[src/rtl/lt24_pkg.sv]
// Shared definitions for the LT24 write controller: command opcodes,
// sequencer states, the bus word record and the init-list ROM.
package lt24_pkg;

  localparam logic [7:0] CMD_SLEEPOUT = 8'h11;
  localparam logic [7:0] CMD_MADCTL   = 8'h36;
  localparam logic [7:0] CMD_COLMOD   = 8'h3A;
  localparam logic [7:0] CMD_DISPON   = 8'h29;
  localparam logic [7:0] CMD_CASET    = 8'h2A;
  localparam logic [7:0] CMD_PASET    = 8'h2B;
  localparam logic [7:0] CMD_RAMWR    = 8'h2C;

  localparam logic [7:0] COLMOD_RGB565 = 8'h55;

  // Number of bus writes in the init list and in a window-set sequence.
  localparam int INIT_LEN = 5;
  localparam int WIN_LEN  = 11;

  typedef enum logic [2:0] {
    ST_RST_HOLD,
    ST_RST_WAIT,
    ST_SLEEPOUT,
    ST_SLEEP_WAIT,
    ST_INIT_CMDS,
    ST_IDLE,
    ST_WINDOW,
    ST_PIXEL
  } seq_state_e;

  // One 8080 bus transfer: rs=0 command, rs=1 data/payload.
  typedef struct packed {
    logic        rs;
    logic [15:0] data;
  } bus_word_t;

  // Init list issued after sleep-out: MADCTL, COLMOD (RGB565), display on.
  function automatic bus_word_t init_rom(input logic [3:0] idx, input logic [7:0] madctl);
    bus_word_t w;
    case (idx)
      4'd0:    w = '{rs: 1'b0, data: {8'h00, CMD_MADCTL}};
      4'd1:    w = '{rs: 1'b1, data: {8'h00, madctl}};
      4'd2:    w = '{rs: 1'b0, data: {8'h00, CMD_COLMOD}};
      4'd3:    w = '{rs: 1'b1, data: {8'h00, COLMOD_RGB565}};
      default: w = '{rs: 1'b0, data: {8'h00, CMD_DISPON}};
    endcase
    return w;
  endfunction

endpackage

[src/rtl/lt24_bus_writer.sv]
// Single 8080-style bus write engine. A start drives rs/data with Wr_n low
// for WR_LOW_CYCLES, then Wr_n high for WR_HIGH_CYCLES with rs/data held so
// the panel latches on the rising edge. done pulses in the last high cycle,
// and a start in that same cycle chains the next write with no gap.
module lt24_bus_writer
  import lt24_pkg::*;
#(
  parameter int WR_LOW_CYCLES  = 1,
  parameter int WR_HIGH_CYCLES = 1
) (
  input  logic        clk,
  input  logic        rst,
  input  logic        start,
  input  bus_word_t   word,
  output logic        wr_n,
  output logic        rs,
  output logic [15:0] data,
  output logic        done
);

  logic        busy;
  logic        high_phase;
  logic [15:0] cnt;

  assign done = busy && high_phase && (cnt == 16'(WR_HIGH_CYCLES - 1));

  // Strobe timing: low phase count, then high phase count, data held throughout.
  always_ff @(posedge clk) begin
    if (rst) begin
      wr_n       <= 1'b1;
      rs         <= 1'b0;
      data       <= 16'h0000;
      busy       <= 1'b0;
      high_phase <= 1'b0;
      cnt        <= 16'h0000;
    end else if (start && (!busy || done)) begin
      wr_n       <= 1'b0;
      rs         <= word.rs;
      data       <= word.data;
      busy       <= 1'b1;
      high_phase <= 1'b0;
      cnt        <= 16'h0000;
    end else if (busy) begin
      if (!high_phase) begin
        if (cnt == 16'(WR_LOW_CYCLES - 1)) begin
          wr_n       <= 1'b1;
          high_phase <= 1'b1;
          cnt        <= 16'h0000;
        end else begin
          cnt <= cnt + 16'd1;
        end
      end else if (cnt == 16'(WR_HIGH_CYCLES - 1)) begin
        busy <= 1'b0;
      end else begin
        cnt <= cnt + 16'd1;
      end
    end
  end

endmodule

[src/rtl/lt24_write_controller.sv]
// LT24 panel write controller: power-on reset and init sequence, then a
// pixel stream over valid/ready. A window (CASET/PASET/RAMWR) is only sent
// when the pixel is not where the panel's auto-increment would put it.
module lt24_write_controller
  import lt24_pkg::*;
#(
  parameter int         WIDTH             = 240,
  parameter int         HEIGHT            = 320,
  parameter int         WR_LOW_CYCLES     = 1,
  parameter int         WR_HIGH_CYCLES    = 1,
  parameter int         RESET_HOLD_CYCLES = 500000,
  parameter int         RESET_WAIT_CYCLES = 6000000,
  parameter int         SLEEP_WAIT_CYCLES = 6000000,
  parameter logic [7:0] MADCTL_VALUE      = 8'h40
) (
  input  logic        clock,
  input  logic        globalReset,
  input  logic [7:0]  pixelX,
  input  logic [8:0]  pixelY,
  input  logic [15:0] pixelData,
  input  logic        pixelWrite,
  output logic        pixelReady,
  output logic        ready,
  output logic        LT24Wr_n,
  output logic        LT24Rd_n,
  output logic        LT24CS_n,
  output logic        LT24RS,
  output logic        LT24Reset_n,
  output logic [15:0] LT24Data,
  output logic        LT24LCDOn
);

  localparam logic [7:0] X_LAST = 8'(WIDTH - 1);
  localparam logic [8:0] Y_LAST = 9'(HEIGHT - 1);

  seq_state_e  state, state_nxt;
  logic [31:0] wait_cnt;
  logic [3:0]  idx;
  logic        start, done, accept, hit;
  bus_word_t   word;

  logic [7:0]  x_q;
  logic [8:0]  y_q;
  logic [15:0] data_q;

  // Window record: where the panel's write pointer wraps to, and where it
  // will be after the last pixel written.
  logic [7:0]  win_x_min, next_x;
  logic [8:0]  win_y_min, next_y;
  logic        win_valid;

  assign LT24Rd_n = 1'b1;

  // Window-set word i: CASET x..WIDTH-1, PASET y..HEIGHT-1, then RAMWR.
  function automatic bus_word_t win_word(input logic [3:0] i, input logic [7:0] x,
                                         input logic [8:0] y);
    bus_word_t   w;
    logic [15:0] yz, hl;
    yz = {7'h00, y};
    hl = {7'h00, Y_LAST};
    case (i)
      4'd0:    w = '{rs: 1'b0, data: {8'h00, CMD_CASET}};
      4'd1:    w = '{rs: 1'b1, data: 16'h0000};
      4'd2:    w = '{rs: 1'b1, data: {8'h00, x}};
      4'd3:    w = '{rs: 1'b1, data: 16'h0000};
      4'd4:    w = '{rs: 1'b1, data: {8'h00, X_LAST}};
      4'd5:    w = '{rs: 1'b0, data: {8'h00, CMD_PASET}};
      4'd6:    w = '{rs: 1'b1, data: {8'h00, yz[15:8]}};
      4'd7:    w = '{rs: 1'b1, data: {8'h00, yz[7:0]}};
      4'd8:    w = '{rs: 1'b1, data: {8'h00, hl[15:8]}};
      4'd9:    w = '{rs: 1'b1, data: {8'h00, hl[7:0]}};
      default: w = '{rs: 1'b0, data: {8'h00, CMD_RAMWR}};
    endcase
    return w;
  endfunction

  lt24_bus_writer #(
    .WR_LOW_CYCLES (WR_LOW_CYCLES),
    .WR_HIGH_CYCLES(WR_HIGH_CYCLES)
  ) u_writer (
    .clk  (clock),
    .rst  (globalReset),
    .start(start),
    .word (word),
    .wr_n (LT24Wr_n),
    .rs   (LT24RS),
    .data (LT24Data),
    .done (done)
  );

  // Sequencer next state and the bus word to launch; a new write is always
  // launched in the cycle the previous one reports done.
  always_comb begin
    state_nxt = state;
    start     = 1'b0;
    word      = '{rs: 1'b0, data: 16'h0000};
    accept    = 1'b0;
    hit       = win_valid && (pixelX == next_x) && (pixelY == next_y);
    case (state)
      ST_RST_HOLD:
        if (wait_cnt == 32'(RESET_HOLD_CYCLES - 1)) state_nxt = ST_RST_WAIT;
      ST_RST_WAIT:
        if (wait_cnt == 32'(RESET_WAIT_CYCLES - 1)) begin
          state_nxt = ST_SLEEPOUT;
          start     = 1'b1;
          word      = '{rs: 1'b0, data: {8'h00, CMD_SLEEPOUT}};
        end
      ST_SLEEPOUT:
        if (done) state_nxt = ST_SLEEP_WAIT;
      ST_SLEEP_WAIT:
        if (wait_cnt == 32'(SLEEP_WAIT_CYCLES - 1)) begin
          state_nxt = ST_INIT_CMDS;
          start     = 1'b1;
          word      = init_rom(4'd0, MADCTL_VALUE);
        end
      ST_INIT_CMDS:
        if (done) begin
          if (idx == 4'(INIT_LEN - 1)) begin
            state_nxt = ST_IDLE;
          end else begin
            start = 1'b1;
            word  = init_rom(idx + 4'd1, MADCTL_VALUE);
          end
        end
      ST_IDLE:
        if (pixelWrite && pixelReady) begin
          accept = 1'b1;
          start  = 1'b1;
          if (hit) begin
            state_nxt = ST_PIXEL;
            word      = '{rs: 1'b1, data: pixelData};
          end else begin
            state_nxt = ST_WINDOW;
            word      = win_word(4'd0, pixelX, pixelY);
          end
        end
      ST_WINDOW:
        if (done) begin
          start = 1'b1;
          if (idx == 4'(WIN_LEN - 1)) begin
            state_nxt = ST_PIXEL;
            word      = '{rs: 1'b1, data: data_q};
          end else begin
            word = win_word(idx + 4'd1, x_q, y_q);
          end
        end
      ST_PIXEL:
        if (done) state_nxt = ST_IDLE;
      default: state_nxt = ST_RST_HOLD;
    endcase
  end

  // State, counters, registered pin outputs and window prediction.
  always_ff @(posedge clock) begin
    if (globalReset) begin
      state       <= ST_RST_HOLD;
      wait_cnt    <= 32'd0;
      idx         <= 4'd0;
      pixelReady  <= 1'b0;
      ready       <= 1'b0;
      LT24LCDOn   <= 1'b0;
      LT24Reset_n <= 1'b0;
      LT24CS_n    <= 1'b1;
      x_q         <= 8'h00;
      y_q         <= 9'h000;
      data_q      <= 16'h0000;
      win_x_min   <= 8'h00;
      win_y_min   <= 9'h000;
      next_x      <= 8'h00;
      next_y      <= 9'h000;
      win_valid   <= 1'b0;
    end else begin
      state <= state_nxt;

      if (state_nxt != state) wait_cnt <= 32'd0;
      else                    wait_cnt <= wait_cnt + 32'd1;

      if (start) idx <= (state_nxt == state) ? idx + 4'd1 : 4'd0;

      pixelReady  <= (state_nxt == ST_IDLE);
      LT24Reset_n <= (state_nxt != ST_RST_HOLD);
      LT24CS_n    <= !(state_nxt == ST_SLEEPOUT || state_nxt == ST_INIT_CMDS ||
                       state_nxt == ST_WINDOW   || state_nxt == ST_PIXEL);
      if (state_nxt == ST_IDLE) begin
        ready     <= 1'b1;
        LT24LCDOn <= 1'b1;
      end

      if (accept) begin
        x_q    <= pixelX;
        y_q    <= pixelY;
        data_q <= pixelData;
        if (!hit) begin
          win_x_min <= pixelX;
          win_y_min <= pixelY;
          next_x    <= pixelX;
          next_y    <= pixelY;
          win_valid <= 1'b1;
        end
      end

      // Follow the panel's auto-increment: column wraps to the window's
      // left edge, row wraps to the window's top after the last row.
      if (state == ST_PIXEL && done) begin
        if (next_x == X_LAST) begin
          next_x <= win_x_min;
          next_y <= (next_y == Y_LAST) ? win_y_min : next_y + 9'd1;
        end else begin
          next_x <= next_x + 8'd1;
        end
      end
    end
  end

endmodule

[config.mk]
export PLATFORM = sky130hd
export DESIGN_NAME = lt24_write_controller
export DESIGN_NICKNAME = d
export VERILOG_FILES = /design/src/rtl/lt24_pkg.sv /design/src/rtl/lt24_bus_writer.sv /design/src/rtl/lt24_write_controller.sv
export SDC_FILE = /design/constraint.sdc
export NUM_CORES = 1
export LEC_CHECK = 0
export ABC_CLOCK_PERIOD_IN_PS = 3300
export BUFFER_PORTS_ARGS = -buffer_cell sky130_fd_sc_hd__buf_2
export CAP_MARGIN = 10
export CORE_MARGIN = 3
export CORE_UTILIZATION = 30
export CTS_BUF_LIST = sky130_fd_sc_hd__clkbuf_2 sky130_fd_sc_hd__clkbuf_4 sky130_fd_sc_hd__clkbuf_8
export DETAILED_ROUTE_END_ITERATION = 8
export PLACE_DENSITY = 0.48
export SYNTH_ARGS = -nofsm -noshare
export SYNTH_HDL_FRONTEND = slang
export SYNTH_SLANG_ARGS = --single-unit
[constraint.sdc]
create_clock -name clock -period 3.3 [get_ports clock]
set_input_delay 0.66 -clock clock [delete_from_list [all_inputs] [get_ports clock]]
set_output_delay 0.66 -clock clock [all_outputs]
set_load 0.02 [all_outputs]
==> impl_metrics.ini <==
[route]
vias_per_cell = 5.346
firstDrtPassIters = 5
met1_length_mm = 12.36
finalWirelength_mm = 23.42
met2_length_mm = 9.801
drc_errors = 0
wire_per_inst_um = 17.12
vias = 7313
highest_layer = met4
drt-initial-drc-count = 670
wl_met3_um = 919
ant_nets = 0

[place]
gp_congestion = 0.8525
placed_cells = 1335
io_buffers = 58
dp_hpwl_mm = 16.28

[sta]
tightestPinTransition_ns = 0.6449
rsz0062_at_grt = false
hold_violations = 0
finClkSkew_ns = 0.02196
max-slew-margin-rel_pct = 57.01
period_needed_ns = 2.863
fin_tns_setup_ns = 0
fin_crit_sh_pct = 86.76
maxSlewViolCount = 0
setup_violations = 0
max_freq_ghz = 0.3493

[job]
max-cap-violations = 0

[synth]
ys_seq_area_share_pct = 37.01
ys_top_cells_by_count = nand2_1, dfxtp_1, a21oi_1
synth_top_area_cell = dfxtp_1
yosysMostFrequentCell = nand2_1
syn-cell-area_um2 = 7951
synth_area_per_cell_um2 = 8.032
synth_nets = 1036
synth-seq-cells = 147
syn_inst = 990
synth_top_area_share_pct = 37.01
synth_area_leaders = dfxtp_1, nand2_1, a21oi_1, a211oi_1, xor2_1
yosys_warnings = 0
synth_edf_count = 0
synth-async-reset-ratio_pct = 0
synthFlopType = dfxtp_1
synth_cell_type_count = 71

[clocking]
clkTransAtPathRegs_ns = 0.09
clockBufferDepth = 2
cts_tree = done
postCtsSetupBuffers = 0
clock_latency_ns = 0.47
cts-resized-gates = 0
cts.sinks = 147
cts.hold.buffers_added = 0
tritoncts.num_buffers = 17
cts.htree.levels = 4
cts-root-buf = clkbuf_8

[worst_setup_path]
cp.arrival_ns = 3.21
path_delay_family = simple AND/OR/NAND/NOR gates
cp-end-kind = flop
critPathMaxStageDelay_ns = 0.45
cp_cell_sequence = inv_1 > ha_1 > nor4b_2 > nand4_2 > a2111oi_2 > nor4_2 > and2_1 > buf_4 > a2111oi_0
slowest_stage = a2111oi_2
start_kind = flop
critPathKind = flop to flop
cp.required_ns = 3.65
cp_max_fo = 32
cp_num_buf_inv = 2

[floorplanning]
die_area_um2 = 28490
die_h_um = 168.8
rows = 58
core_area_um2 = 25620
ios = 60
start_util_pct = 31.04
die_w_um = 168.8

[final_layout]
layout-drive-gt1-share_pct = 15.53
final_cells = 1368
nets = 1070
syn_to_final_growth_pct = 13.23
num-fill-cells = 2711

[pwr]
power_density_nw_per_um2 = 367.3
ir_worst_vdd_uv = 186.5
cellLeakagePower_nw = 3.138

[grt]
grt_max_degree = 58
grt_usage_pct = 16.33
gr-total-overflow = 0
grt_antenna_before_repair = 1
grt_pass1_vias = 6830
grt_pass1_wl_mm = 37.97

[outcome]
status = finished, final reports clean

[min_path]
hold_class = input pin to flop
-- cells in the final DEF, fill, tap and decap left out, types with 30 or more instances in the layout --
cell,n
nand2_1,163
dfxtp_1,146
a21oi_1,83
nor2_1,63
buf_2,58
a211oi_1,42
xor2_1,36
nand3_1,35
xnor2_1,30
buf_4,30
-- state kept, by name (all words and copies together), names as in the netlist, 8 cells and up --
signal,cells
data_q,16
next_x,8
next_y,9
u_writer.cnt,16
u_writer.data,16
wait_cnt,32
win_x_min,8
win_y_min,9
x_q,8
y_q,9
-- stage by stage --
step | cell area [um2] | setup WS, ns | power (mW) | hold slack (ns) | util [%]
6_report | 9004 | 0.4368 | 3.307 | 0.4380 | 35.15
3_3_place_gp | 8615 | 0.3418 | 1.929 | 0.4415 | 33.63
5_1_grt | 9004 | 0.1828 | 3.446 | 0.4019 | 35.15
2_1_floorplan | 7951 | 0.7413 | 1.871 | 0.4210 | -
3_5_place_dp | 8615 | 0.2008 | 1.929 | 0.4468 | 33.63
4_1_cts | 9001 | 0.4409 | 3.362 | 0.3994 | 35.14
-- kinds of logic (layout without fill, tap and decap cells) --
kind of cell	Yosys count	after routing	synth area share [%]
DFF	147	147	37.01
xor gates and xnor gates	66	66	7.270
other	1	2	0.04716
buffers and inverters	95	142	4.941
AOI/OAI and AO/OA	257	257	22.53
muxes	13	13	1.652
and+or+nand+nor	401	401	24.97
adders and majority gates	10	10	1.574
-- tightest hold or removal path: stages --
cell	delay (ns)
buf_2	0.10
nand2_1	0.05
a21oi_1	0.05
-- worst paths after layout --
path	startpoint	endpoint	slack, ns	depth (start not counted)
min	pixelData[13]	data_q[13]	0.44	3
max	u_writer.cnt[0]	wait_cnt[0]	0.44	9
min reg2reg	data_q[9]	data_q[9]	0.46	2
max reg2reg	u_writer.cnt[0]	wait_cnt[0]	0.44	9
-- where the power goes --
part	switching [mW]	internal, mW	total (mW)
Sequential	0.00279	1.78	1.78
Combinational	0.0744	0.0341	0.109
Clock	0.839	0.582	1.42
Total	0.916	2.39	3.31
-- metal layers --
| layer | GRT usage, % | up-vias |
|---|---|---|
| met5 | 0 | - |
| met4 | 4.482 | 0 |
| met3 | 2.872 | 22 |
| li1 | - | 3654 |
| met1 | 25.13 | 3476 |
| met2 | 23.18 | 161 |
-- area by class of cell --
cell class                 instances  area [um2]  share of cell area (%)
antenna                            1       2.502                 0.02779
clock buffer                      18       247.7                   2.752
clock inverter                    14       138.9                   1.543
inverter                          21       78.83                  0.8755
multi-input combinational        748        4643                   51.57
sequential                       147        2944                   32.70
tap                              330       412.9                   4.586
timing repair buffer              89       535.5                   5.948
(Power assumes the default switching activity.)
